File: src/rtl/syn_run_ctrl_pkg.sv
// rtl/syn_run_ctrl_pkg.sv - shared state codes and constants for the run controller
package syn_run_ctrl_pkg;

  localparam int RUN_STATE_W = 2;

  // State codes are visible on the state output, so their encodings are fixed.
  typedef enum logic [RUN_STATE_W-1:0] {
    ST_IDLE   = 2'd0,
    ST_RUN    = 2'd1,
    ST_STEP   = 2'd2,
    ST_HALTED = 2'd3
  } run_state_e;

  // A step request of zero still grants one enabled cycle.
  function automatic logic [31:0] step_load(input logic [31:0] num);
    return (num == 32'd0) ? 32'd1 : num;
  endfunction

endpackage

File: src/rtl/syn_sat_counter.sv
// rtl/syn_sat_counter.sv - saturating event counter with synchronous clear
module syn_sat_counter #(
  parameter int W = 32
) (
  input  logic         clk,
  input  logic         rst_n,
  input  logic         clr,
  input  logic         inc,
  output logic [W-1:0] cnt
);

  // Count up on inc, stick at all-ones, clear has priority over inc.
  always_ff @(posedge clk or negedge rst_n) begin
    if (!rst_n) begin
      cnt <= '0;
    end else if (clr) begin
      cnt <= '0;
    end else if (inc && (cnt != {W{1'b1}})) begin
      cnt <= cnt + 1'b1;
    end
  end

endmodule

File: src/rtl/syn_run_ctrl.sv
// rtl/syn_run_ctrl.sv - run/step/stop controller gating the CPU pipeline enable
module syn_run_ctrl
  import syn_run_ctrl_pkg::*;
#(
  parameter int CNT_W  = 32,
  parameter int STEP_W = 16
) (
  input  logic              clk,
  input  logic              rst_n,
  input  logic              cmd_run,
  input  logic              cmd_step,
  input  logic              cmd_stop,
  input  logic              cmd_clr,
  input  logic [STEP_W-1:0] step_num,
  input  logic              halt,
  input  logic              is_jump,
  input  logic              is_branch,
  input  logic              branched,
  output logic              cpu_en,
  output logic [1:0]        state,
  output logic [CNT_W-1:0]  cyc_cnt,
  output logic [CNT_W-1:0]  jmp_cnt,
  output logic [CNT_W-1:0]  br_cnt,
  output logic [CNT_W-1:0]  tkn_cnt
);

  run_state_e        state_q, state_d;
  logic [STEP_W-1:0] remaining_q, remaining_d;
  logic [STEP_W-1:0] step_init;

  // Zero-length step requests are widened to a single cycle.
  assign step_init = (step_num == '0) ? STEP_W'(1) : step_num;

  // Halt drops the enable in the same cycle it is raised.
  assign cpu_en = ((state_q == ST_RUN) || (state_q == ST_STEP)) && !halt;
  assign state  = state_q;

  // State and step-budget registers.
  always_ff @(posedge clk or negedge rst_n) begin
    if (!rst_n) begin
      state_q     <= ST_IDLE;
      remaining_q <= '0;
    end else begin
      state_q     <= state_d;
      remaining_q <= remaining_d;
    end
  end

  // Command decode: clr beats everything, then halt, then stop > step > run.
  always_comb begin
    state_d     = state_q;
    remaining_d = remaining_q;
    if (cmd_clr) begin
      state_d     = ST_IDLE;
      remaining_d = '0;
    end else begin
      unique case (state_q)
        ST_IDLE: begin
          if (cmd_stop) begin
            state_d = ST_IDLE;
          end else if (cmd_step) begin
            state_d     = ST_STEP;
            remaining_d = step_init;
          end else if (cmd_run) begin
            state_d = ST_RUN;
          end
        end
        ST_RUN: begin
          if (halt) begin
            state_d = ST_HALTED;
          end else if (cmd_stop) begin
            state_d = ST_IDLE;
          end
        end
        ST_STEP: begin
          if (halt) begin
            state_d = ST_HALTED;
          end else if (cmd_stop) begin
            state_d     = ST_IDLE;
            remaining_d = '0;
          end else begin
            remaining_d = remaining_q - STEP_W'(1);
            if (remaining_q == STEP_W'(1)) begin
              state_d = ST_IDLE;
            end
          end
        end
        ST_HALTED: begin
          state_d = ST_HALTED;
        end
        default: begin
          state_d = ST_IDLE;
        end
      endcase
    end
  end

  syn_sat_counter #(.W(CNT_W)) u_cyc_cnt (
    .clk   (clk),
    .rst_n (rst_n),
    .clr   (cmd_clr),
    .inc   (cpu_en),
    .cnt   (cyc_cnt)
  );

  syn_sat_counter #(.W(CNT_W)) u_jmp_cnt (
    .clk   (clk),
    .rst_n (rst_n),
    .clr   (cmd_clr),
    .inc   (cpu_en && is_jump),
    .cnt   (jmp_cnt)
  );

  syn_sat_counter #(.W(CNT_W)) u_br_cnt (
    .clk   (clk),
    .rst_n (rst_n),
    .clr   (cmd_clr),
    .inc   (cpu_en && is_branch),
    .cnt   (br_cnt)
  );

  syn_sat_counter #(.W(CNT_W)) u_tkn_cnt (
    .clk   (clk),
    .rst_n (rst_n),
    .clr   (cmd_clr),
    .inc   (cpu_en && is_branch && branched),
    .cnt   (tkn_cnt)
  );

endmodule

File: config.mk
export PLATFORM = sky130hd
export DESIGN_NAME = syn_run_ctrl
export DESIGN_NICKNAME = d
export VERILOG_FILES = /design/src/rtl/syn_run_ctrl_pkg.sv /design/src/rtl/syn_sat_counter.sv /design/src/rtl/syn_run_ctrl.sv
export SDC_FILE = /design/constraint.sdc
export NUM_CORES = 1
export LEC_CHECK = 0
export BUFFER_PORTS_ARGS = -buffer_cell sky130_fd_sc_hd__buf_2
export CORE_ASPECT_RATIO = 0.7
export CORE_MARGIN = 2
export CORE_UTILIZATION = 30
export CTS_BUF_LIST = sky130_fd_sc_hd__clkbuf_4
export CTS_CLUSTER_SIZE = 30
export DETAILED_ROUTE_END_ITERATION = 8
export GPL_TIMING_DRIVEN = 0
export PLACE_DENSITY = 0.58
export RECOVER_POWER = 100
export SETUP_SLACK_MARGIN = 0.15
export SLEW_MARGIN = 20
export SYNTH_ARGS = -nofsm -noshare
export SYNTH_HDL_FRONTEND = slang
export SYNTH_SLANG_ARGS = --single-unit
export TNS_END_PERCENT = 5
File: constraint.sdc
create_clock -name clk -period 5.85 [get_ports clk]
set_input_delay 1.17 -clock clk [delete_from_list [all_inputs] [get_ports clk]]
set_output_delay 1.17 -clock clk [all_outputs]
set_load 0.1 [all_outputs]
==> impl_metrics.json <==
{
  "outcome": "complete, but fails checks",
  "failed_checks": "capacitance limit, slew limit",
  "start_util_pct": 30.6,
  "ys.flop_type": "dfrtp_1",
  "clk_pin_slew_ns": 0.13,
  "vias": 8536,
  "hold_depth": 2,
  "wl_per_cell_um": 18.5,
  "fmaxAchievable_ghz": 0.225,
  "synth_area_per_cell_um2": 8.86,
  "r2r-end": "u_br_cnt.cnt[21]",
  "clock_path_buffers": 2,
  "worstSetupStartpointType": "flip-flop",
  "worst_pin_slew_ns": 2.72,
  "hold_end": "remaining_q[14]",
  "crit-reg2reg-launch": "state[0]",
  "slew_violations": 103,
  "grt_overflow": 0,
  "grt_pass1_wl_um": 44400,
  "max-slew-margin-rel_pct": -81.3,
  "fp.dieW_um": 205,
  "r2r_setup_slack_ns": 2.31,
  "crit_fanout": 7,
  "gp_congestion": 0.834,
  "final_nets": 1174,
  "fp-row-count": 51,
  "rr_worst_depth": 8,
  "mostFrequentLayoutCells": "clkbuf_1 (171), dfrtp_1 (146), a21oi_1 (119), o21ai_0 (74), or3_1 (69)",
  "syn_nets": 998,
  "ir_drop_v": 0.000105,
  "drive_gt1_share_pct": 7.12,
  "fp.dieH_um": 145,
  "end_kind": "output port",
  "ys.warnings.count": 0,
  "synth_seq_cells": 146,
  "required_ns": 4.68,
  "dp_hpwl_um": 20300,
  "cts_resized": 0,
  "drt_first_pass_iters": 7,
  "grt_use_total_pct": 19.0,
  "cts_tree": "yes",
  "numCtsBuffers": 17,
  "synth_edf_count": 0,
  "period_needed_ns": 4.45,
  "coreArea_um2": 27900,
  "insertion_delay_ns": 0.60,
  "leakagePower_nw": 3.52,
  "cts_hold_buf": 0,
  "rsz0062_at_grt": "false",
  "fin_skew_ns": 0.0292,
  "synthToLayoutAreaGrowth_pct": 15.8,
  "min-delay-start": "remaining_q[14]",
  "finalSetupTns_ns": 0,
  "crit_arrival_ns": 3.28,
  "routed_wl_um": 28200,
  "p_per_area_nw_per_um2": 253,
  "dieArea_um2": 29800,
  "drcViolationCount": 0,
  "cap_viol_max_count": 2,
  "synth_area_um2": 8520,
  "synth_cell_types": 64,
  "drtIter0Drc": 620,
  "final_core_util_pct": 35.4,
  "fin_crit_sh_pct": 76.1,
  "cts_setup_buffers": 0,
  "final_hold_viol_count": 0,
  "h-tree-depth": 4,
  "syn_inst": 962,
  "synth-seq-area-share_pct": 42.9,
  "cts_root_buffer": "clkbuf_4",
  "setup_viol": 0,
  "antenna_found_initial": 1,
  "hold_class": "reg2reg",
  "layout_commonest_cell": "clkbuf_1",
  "clock-sinks": 146,
  "io_pins": 157,
  "viasPerCell": 5.60,
  "crit_type": "reg2out",
  "grt_max_degree": 58,
  "antenna_left": 0,
  "synth_async_sr_flop_share_pct": 100,
  "portBuffers": 155,
  "first_global_vias": 7670
}
worst max-delay path, stage by stage, from the launching register on:
cell	delay, ns
dfrtp_1	0.49
inv_1	0.15
ha_1	0.52
nand2b_1	0.29
inv_1	0.34
clkbuf_1	0.91
registers in the layout, summed over array words and instances (netlist names):
register,cells
u_tkn_cnt.cnt,32
state,2
u_cyc_cnt.cnt,32
remaining_q,16
u_jmp_cnt.cnt,32
u_br_cnt.cnt,32
cells by family (layout without fill, tap and decap cells):
logic type	count (synthesis)	count (layout)	share of synthesized area, %
AND/OR/NAND/NOR	420	420	29.4
AO/OA/AOI/OAI	279	279	19.4
flip-flops	146	146	42.9
buffers and inverters	77	266	3.58
XOR/XNOR	21	21	2.16
adder cells (fa/ha/maj)	10	10	1.47
multiplexers	9	9	1.14
other	0	1	0
metal layers:
layer	global-route usage, %	vias to the layer above	wire length, um
li1	-	4058	-
met1	29.9	4253	14700
met2	26.0	204	11800
met3	4.00	21	1380
met4	4.21	0	283
met5	0	-	0
power by group:
| group | total [W] | switching, W | internal, W | leakage, nW |
|---|---|---|---|---|
| clock | 0.000688 | 0.000397 | 0.000291 | 0.151 |
| sequential | 0.00114 | 0.0000755 | 0.00106 | 2.03 |
| combinational | 0.000677 | 0.000470 | 0.000207 | 1.34 |
cells in the mapped netlist, types with 4 or more instances:
library cell | number | area [um^2]
dfrtp_1 | 146 | 3650
ha_1 | 10 | 125
or4_1 | 47 | 353
a221oi_1 | 7 | 61.3
and2_1 | 9 | 56.3
nor3_1 | 16 | 80.1
and4_1 | 20 | 175
o21ai_0 | 74 | 370
xor2_1 | 7 | 61.3
nor2b_1 | 10 | 62.6
xnor2_1 | 14 | 123
buf_2 | 12 | 60.1
o41ai_1 | 4 | 35.0
or3_1 | 69 | 432
clkbuf_1 | 37 | 139
nor3_2 | 4 | 40.0
mux2_2 | 6 | 67.6
a21oi_1 | 119 | 596
inv_1 | 26 | 97.6
a211oi_1 | 6 | 45.0
and3_1 | 7 | 43.8
nor4_1 | 13 | 81.3
nand4_1 | 48 | 300
nand3_1 | 47 | 235
nor2_1 | 42 | 158
o31ai_1 | 43 | 323
nand2_1 | 61 | 229
worst max-delay path by stage:
stage	start	to	slack, ns
final	state[0]	cpu_en	1.40
after global routing	rst_n	u_br_cnt.cnt[29]	1.04
after CTS	state[0]	cpu_en	1.74
after detailed placement	cmd_clr	u_cyc_cnt.cnt[12]	1.86
after global placement	rst_n	u_br_cnt.cnt[20]	1.05
after floorplan	state[0]	cpu_en	2.20
cell type report:
class / instances / area [um^2]
fillers: 2978 / 18000
multi-input cells: 739 / 4530
flip-flops and latches: 146 / 3650
repair buffers: 157 / 643
well taps: 371 / 464
plain buffers: 51 / 205
clock inverters: 14 / 145
clock buffers: 18 / 135
inverters: 26 / 97.6
diodes: 1 / 2.50
per-stage QoR:
step / cell area [um^2] / setup slack [ns] / power [W] / instances / hold slack [ns]
after detailed placement: 9830 / 1.86 / 0.00184 / 1490 / 0.530
final: 9870 / 1.40 / 0.00250 / 1523 / 0.559
after floorplan: 8520 / 2.20 / 0.00164 / 962 / 0.488
after global routing: 9870 / 1.04 / 0.00265 / 1523 / 0.608
after CTS: 10100 / 1.74 / 0.00255 / 1522 / 0.403
after global placement: 9760 / 1.05 / 0.00183 / 1488 / 0.516
Note: power is estimated with default switching activity, not from simulation.
